`config.mk`:
```
export PLATFORM = sky130hd
export DESIGN_NAME = serial_adder_ctrl
export DESIGN_NICKNAME = d
export VERILOG_FILES = /design/src/rtl/serial_adder_ctrl.sv
export SDC_FILE = /design/constraint.sdc
export NUM_CORES = 1
export LEC_CHECK = 0
export ABC_AREA = 0
export CAP_MARGIN = 0
export CELL_PAD_IN_SITES_DETAIL_PLACEMENT = 0
export CELL_PAD_IN_SITES_GLOBAL_PLACEMENT = 1
export CORE_AREA = 2 2 65 67
export CTS_BUF_LIST = sky130_fd_sc_hd__clkbuf_4
export DETAILED_ROUTE_END_ITERATION = 7
export DIE_AREA = 0 0 67 69
export GPL_ROUTABILITY_DRIVEN = 1
export PLACE_DENSITY_LB_ADDON = 0.1
export REMOVE_ABC_BUFFERS = 1
export SLEW_MARGIN = 20
export SYNTH_ARGS = -nofsm -noshare
export SYNTH_HDL_FRONTEND = slang
export SYNTH_SLANG_ARGS = --single-unit
```
`constraint.sdc`:
```
create_clock -name clk -period 1.2 [get_ports clk]
set_clock_uncertainty 0.1 [all_clocks]
set_input_delay 0.18 -clock clk [delete_from_list [all_inputs] [get_ports clk]]
set_output_delay 0.18 -clock clk [all_outputs]
set_load 0.005 [all_outputs]
```
`src/rtl/serial_adder_ctrl.sv`:
```
// Bit-serial N-bit adder: one full-adder cell, a carry flip-flop and three
// shift registers, processing one bit pair per clock, LSB first.
// Optional build macro: SERIAL_ADDER_OVF_EN adds a signed-overflow output (ovf).

// 1-bit full-adder cell shared by every bit position of the serial adder.
module fa (
    input  logic a,
    input  logic b,
    input  logic cin,
    output logic sum,
    output logic cout
);
    assign sum  = a ^ b ^ cin;
    assign cout = (a & b) | (cin & (a ^ b));
endmodule

module serial_adder_ctrl #(
    parameter int N = 8
) (
    input  logic         clk,
    input  logic         reset,
    input  logic         start,
    input  logic [N-1:0] a,
    input  logic [N-1:0] b,
    input  logic         cin,
    output logic         busy,
    output logic         done,
    output logic [N-1:0] sum,
    output logic         cout
`ifdef SERIAL_ADDER_OVF_EN
    ,
    output logic         ovf
`endif
);

    // A counter of at least one bit, wide enough to hold N-1.
    localparam int            CW   = (N > 1) ? $clog2(N) : 1;
    localparam logic [CW-1:0] LAST = CW'(N - 1);

    typedef enum logic [1:0] {
        S_IDLE,
        S_SHIFT,
        S_DONE
    } state_t;

    state_t        state_q, state_d;
    logic [CW-1:0] count_q, count_d;
    logic [N-1:0]  a_sh_q, a_sh_d;
    logic [N-1:0]  b_sh_q, b_sh_d;
    logic [N-1:0]  sum_q, sum_d;
    logic          carry_q, carry_d;

    logic          fa_sum;
    logic          fa_cout;
    logic          load_op;
    logic          last_shift;

    // The single adder cell always sees the current LSB pair and stored carry.
    fa u_fa (
        .a    (a_sh_q[0]),
        .b    (b_sh_q[0]),
        .cin  (carry_q),
        .sum  (fa_sum),
        .cout (fa_cout)
    );

    // start is only honoured outside SHIFT; the last shift is count == N-1.
    assign load_op    = start && (state_q != S_SHIFT);
    assign last_shift = (state_q == S_SHIFT) && (count_q == LAST);

    // Next-state and datapath update for the IDLE/SHIFT/DONE sequencer.
    always_comb begin
        // NOTE: every output of this block gets a default first, so no path can leave a value unassigned and infer a latch.
        state_d = state_q;
        count_d = count_q;
        a_sh_d  = a_sh_q;
        b_sh_d  = b_sh_q;
        sum_d   = sum_q;
        carry_d = carry_q;

        unique case (state_q)
            S_IDLE, S_DONE: begin
                if (load_op) begin
                    a_sh_d  = a;
                    b_sh_d  = b;
                    carry_d = cin;
                    sum_d   = '0;
                    count_d = '0;
                    state_d = S_SHIFT;
                end else begin
                    state_d = S_IDLE;
                end
            end
            S_SHIFT: begin
                a_sh_d         = a_sh_q >> 1;
                b_sh_d         = b_sh_q >> 1;
                // Shift right and insert the new sum bit at the MSB; works for N=1 too.
                sum_d          = sum_q >> 1;
                sum_d[N-1]     = fa_sum;
                carry_d        = fa_cout;
                count_d        = count_q + CW'(1);
                if (last_shift) begin
                    state_d = S_DONE;
                end
            end
            default: begin
                state_d = S_IDLE;
            end
        endcase
    end

    // State and datapath registers with synchronous reset taking priority.
    always_ff @(posedge clk) begin
        // NOTE: non-blocking assignments keep every register sampling pre-edge values, independent of statement order.
        if (reset) begin
            state_q <= S_IDLE;
            count_q <= '0;
            a_sh_q  <= '0;
            b_sh_q  <= '0;
            sum_q   <= '0;
            carry_q <= 1'b0;
        end else begin
            state_q <= state_d;
            count_q <= count_d;
            a_sh_q  <= a_sh_d;
            b_sh_q  <= b_sh_d;
            sum_q   <= sum_d;
            carry_q <= carry_d;
        end
    end

    assign busy = (state_q == S_SHIFT);
    assign done = (state_q == S_DONE);
    assign sum  = sum_q;
    // The carry flip-flop holds the final carry from the last shift until the next load.
    assign cout = carry_q;

`ifdef SERIAL_ADDER_OVF_EN
    logic ovf_q, ovf_d;

    // Signed overflow: carry into the MSB (stored carry) XOR carry out of the MSB.
    always_comb begin
        ovf_d = ovf_q;
        if (load_op) begin
            ovf_d = 1'b0;
        end else if (last_shift) begin
            ovf_d = carry_q ^ fa_cout;
        end
    end

    // Overflow flag register, held alongside sum.
    always_ff @(posedge clk) begin
        if (reset) begin
            ovf_q <= 1'b0;
        end else begin
            ovf_q <= ovf_d;
        end
    end

    assign ovf = ovf_q;
`endif

endmodule

```
Word level (Yosys, flattened, before mapping). Index checks and enable logic that the tools add are counted.

Equal/unequal tests: 6. Reduce and logical (&&, ||, !) cells: 6. Bitwise gates (word level): 5. Add/subtract/negate cells: 1. Muxes and demuxes: 13.

Operator list (number): case mux 8 bit (2 select lines) (3); 2-to-1 mux 8 bit (3); case mux 3 bit (2 select lines) (1); != test 2 x 1 -> 1 bit, second input constant (2); case mux 2 bit (2 select lines) (1); adder 3 x 1 -> 3 bit, second input constant (1); == test 3 bit, second input constant (1); 2-to-1 mux 3 bit (1); AND 1 bit (2); == test 2 x 1 -> 1 bit, second input constant (1); == test 2 bit, second input constant (1); logical AND 1 bit (2); logical NOT 2 bit (1); 2-to-1 mux 1 bit (2); 2-to-1 mux 2 bit (1); != test 2 bit, second input constant (1); case mux 1 bit (2 select lines) (1); AND reduction 2 bit (1); nonzero test 2 bit (1); OR reduction 2 bit (1); XOR 1 bit (2); bitwise OR 1 bit (1).

Word-level logic and storage cells: 37. Input bits: 20. Output and inout bits: 11. Register bits after elaboration: 30.

Logic depth before layout (Yosys ltp).
Depth after elaboration: 4. Mapped depth: 5.

By module. A second synthesis with hierarchy kept.

Cells, all modules: 154. Area, all modules: 1271.2 µm².

Modules (own cells, without submodules): serial_adder_ctrl (seq. area each 600.6 µm², times used 1, cells each 153, area an instance 1251.2 µm²); fa (seq. area each 0.0 µm², times used 1, cells each 1, area an instance 20.0 µm²).

Worst setup path after synthesis. OpenSTA, ideal clock, no wires.

Kind: register to register. From: register carry_q (netlist: cout). To: register sum_q[7] (netlist: sum[7]). Slack: -0.079 ns. Clock period less this slack: 1.279 ns. Setup time: 0.132 ns. Arrival: 1.047 ns. Stages on the path, launching flop included: 5. Required time: 0.968 ns. Path through: dfxtp_1 inv_1 fa_1 nand2b_1 a21oi_1.

Word-level cells in the longest chain between the ends: 2.

Ends and longest elaborated chain: from (decl) (RTL line 51) `logic carry_q, carry_d;`; from (signal assigned) (RTL line 128) `carry_q <= carry_d;`; XOR 1 bit (RTL line 13) `assign sum = a ^ b ^ cin;`; case mux 8 bit (2 select lines) (RTL line 81) `unique case (state_q)`; to (signal assigned) (RTL line 127) `sum_q <= sum_d;`; to (decl) (RTL line 50) `logic [N-1:0] sum_q, sum_d;`.

No other way between the ends. A chain may end at the register's enable or synchronous reset.

Final worst setup path.
From: register b_sh_q[0]. To: register sum_q[7] (netlist: sum[7]).

Word-level cells in the longest chain between the ends: 3.

Ends and longest elaborated chain: from (decl) (RTL line 49) `logic [N-1:0] b_sh_q, b_sh_d;`; from (signal assigned) (RTL line 126) `b_sh_q <= b_sh_d;`; XOR 1 bit (2 in series) (RTL line 13); case mux 8 bit (2 select lines) (RTL line 81).

No other way between the ends.

==> impl_metrics.csv <==
group,metric,value,unit
outcome,status,"complete, but fails checks",
outcome,violations,"setup timing",
power,power,2.18,mW
floorplanning,fp-row-count,23,
drt,drtIter0Drc,25,
power,comb_power_share,22.7,%
min_path,min-delay-path-class,"in2reg",
logic_synthesis,yosys.area.top_type,"dfxtp_1",
timing,maxSlewViolCount,0,
floorplanning,io-pin-count,31,
global_routing,grt_overflow_total,0,
logic_synthesis,mappedNetlistArea,1260,um^2
power,max-vdd-ir-drop,638,uV
cells_and_area,area.growth.synth_to_final,56.8,%
flow_run,cap_violations,0,
power,pwr-share-clk,26.6,%
logic_synthesis,synth.top_cell.area_share,47.6,%
global_routing,grt_pass1_vias,1077,
timing,slew_headroom,85.5,%
logic_synthesis,synth-async-reset-ratio,0,%
clock_network,clk_root_buffer_cell,"clkbuf_4",
floorplanning,die_h,69,um
place,io_buffers,30,
global_routing,grt_start_max_net_pins,32,
timing,tightest_slew,216,ps
cells_and_area,diodes,0,
clock_network,htreeDepth,2,
power,p_switching,0.604,mW
min_path,worstHoldStart,"a[7]",
setup_path,cp-start-kind,"register",
power,power.share.sequential,50.7,%
clock_network,cts_tree,"done",
place,dp_cells,229,
min_path,hold_path_depth,3,
setup_path,cp_slowest_cell,"fa_2",
timing,timing.fmax,782,MHz
timing,final_hold_viol_count,0,
timing,layout_min_cycle_time,1280,ps
logic_synthesis,yosysWarnings,0,
power,switching_share,27.7,%
timing,final.period_utilization,107,%
logic_synthesis,ys_top_cells_by_count,"nand2_1, dfxtp_1, a21oi_1, nand3_1",
setup_path,critPathBufInv,1,
setup_path,timing.rr.start,"b_sh_q[0]$_SDFFE_PP0P_",
setup_path,end_kind,"register",
floorplanning,initial_core_util,32.3,%
logic_synthesis,yosysSeqAreaShare,47.6,%
clock_network,clk_pin_slew,90,ps
power,p_leak,0.784,nW
setup_path,worstSetupPathDepth,4,
floorplanning,core,3910,um^2
cells_and_area,final_cells,248,
logic_synthesis,synth_seq_cells,30,
setup_path,arrival,1410,ps
logic_synthesis,synth_cell_type_count,23,
cells_and_area,utilization,50.6,%
floorplanning,die-area,4620,um^2
drt,firstDrtPassIters,4,
setup_path,ff2ff_path_depth,4,
logic_synthesis,yosys-top-cells-area,"dfxtp_1, nand2_1, a311oi_1, a21oi_1, nand3_1",
drt,avgViaCountPerCell,4.93,
drt,vias,1222,
timing,setup_ws,-79.0,ps
drt,drc_errors,0,
setup_path,critPathMaxStageDelay,550,ps
drt,ant_nets,0,
power,internal_power,1.58,mW
power,p_per_area,1100,nW/um^2
clock_network,cts_made_buffers,5,
floorplanning,dieWidth,67,um
logic_synthesis,syn_inst,151,
global_routing,grt_pass1_wl,4730,um
place,place_congestion,0.688,
logic_synthesis,synth_edf_count,0,
setup_path,path_cells,"inv_2 > fa_2 > nand2b_4 > a21oi_2",
cells_and_area,nets,220,
logic_synthesis,synth_ff_type,"dfxtp_1",
clock_network,clockBufferDepth,2,
timing,rsz0062_at_grt,"true",
logic_synthesis,post_synth.cell_area_avg,8.36,um^2
drt,detail_route.wl_per_cell,12.8,um
cells_and_area,drive_gt1_share,34.8,%
setup_path,startpoint,"b_sh_q[0]$_SDFFE_PP0P_",
global_routing,antenna_found_initial,0,
logic_synthesis,yosysMostFrequentCell,"nand2_1",
setup_path,cp.required,1330,ps
place,hpwl,1900,um
drt,wl,3170,um
setup_path,crit_type,"reg2reg",
setup_path,critPathTopFamily,"adder cells",
clock_network,clock_latency,330,ps
setup_path,cp_max_fo,2,
global_routing,track_usage,13.5,%
clock_network,cts_sinks,30,
timing,setup_viol,12,
## layout make-up
class | count | area, um^2
fillers | 385 | 1930
multi-input cells | 104 | 671
flip-flops and latches | 30 | 619
repair buffers | 52 | 558
well taps | 50 | 62.6
clock buffers | 6 | 45.0
inverters | 4 | 15.0
clock inverters | 2 | 8.76
## power groups by stage
| stage | Clock (mW) | Sequential, mW | Combinational [mW] |
|---|---|---|---|
| 2_1_floorplan | 0 | 1.11 | 0.176 |
| 3_3_place_gp | 0 | 1.12 | 0.366 |
| 3_5_place_dp | 0 | 1.12 | 0.371 |
| 4_1_cts | 0.607 | 1.10 | 0.376 |
| 5_1_grt | 0.664 | 1.12 | 0.542 |
| 6_report | 0.581 | 1.11 | 0.495 |
## timing repair
| item | in CTS | in global routing |
|---|---|---|
| gates resized for setup | 39 | 40 |
| cloned | 0 | 4 |
| setup buffers | 6 | 1 |
| endpoints found under the setup margin | 33 | 30 |
| hold buffers | 0 | 0 |
| pin swaps | 0 | 15 |
## registers in the layout, indices dropped and copies added, names as in the netlist
| register | count |
|---|---|
| cout | 1 |
| a_sh_q | 8 |
| state_q | 2 |
| sum | 8 |
| count_q | 3 |
| b_sh_q | 8 |
## worst register-to-register path, delay by kind of cell, from the launching register on
family          cells  cell delay (ps)
buf+inv             1               40
simple gates        1              110
fa+ha+maj           1              550
compound gates      1               40
flops               1              350
## cell families (layout without fill, tap and decap cells)
group,count (synthesis),after routing,synth area share (%)
compound gates,30,30,16.1
simple gates,71,71,24.9
buf+inv,17,64,7.93
fa+ha+maj,3,3,3.57
flops,30,30,47.6
## layout by cell type, fill, tap and decap left out, types with 2 or more instances in the layout
master | Yosys | layout
nand2_1 | 31 | 28
clkdlybuf4s50_1 | 0 | 18
dfxtp_1 | 30 | 17
nand3_1 | 13 | 12
dfxtp_2 | 0 | 12
a21oi_1 | 13 | 10
nor2_1 | 10 | 10
buf_4 | 2 | 10
nor3_1 | 10 | 8
buf_6 | 3 | 8
clkdlybuf4s15_1 | 0 | 8
clkbuf_4 | 0 | 6
a311oi_2 | 1 | 5
a311oi_1 | 8 | 4
nand2b_4 | 0 | 3
inv_2 | 1 | 3
a21oi_2 | 0 | 3
o22ai_1 | 5 | 3
buf_12 | 0 | 3
nand2_2 | 0 | 2
o22ai_2 | 0 | 2
nor3_2 | 0 | 2
ha_1 | 2 | 2
clkbuf_16 | 0 | 2
buf_2 | 5 | 2
## path summary, 6_finish.rpt
| path | to | slack (ps) |
|---|---|---|
| setup reg to reg | sum[7]$_SDFFE_PP0P_ | -80 |
| hold / removal | a_sh_q[7]$_SDFFE_PP0P_ | 300 |
| setup / recovery | sum[7]$_SDFFE_PP0P_ | -80 |
| hold reg to reg | b_sh_q[7]$_SDFFE_PP0P_ | 370 |
## per-layer routing
layer  track usage (%)  routed length (um)
met3              4.40                 176
met5                 0                   0
met1              14.5                1280
met4              7.48                  69
met2              22.8                1640
## stage by stage
step                      instance area [um^2]  worst slack [ps]  TNS (ps)  hold WS (ps)
after floorplan                           1180              -707    -15630           148
after global placement                    1650              -324     -6090           355
after detailed placement                  1650              -379     -6870           363
after CTS                                 1760             -63.5      -400           273
after global routing                      1980              -122     -1310           269
final                                     1980             -79.0      -388           298
Note: power is estimated with default switching activity, not from simulation.
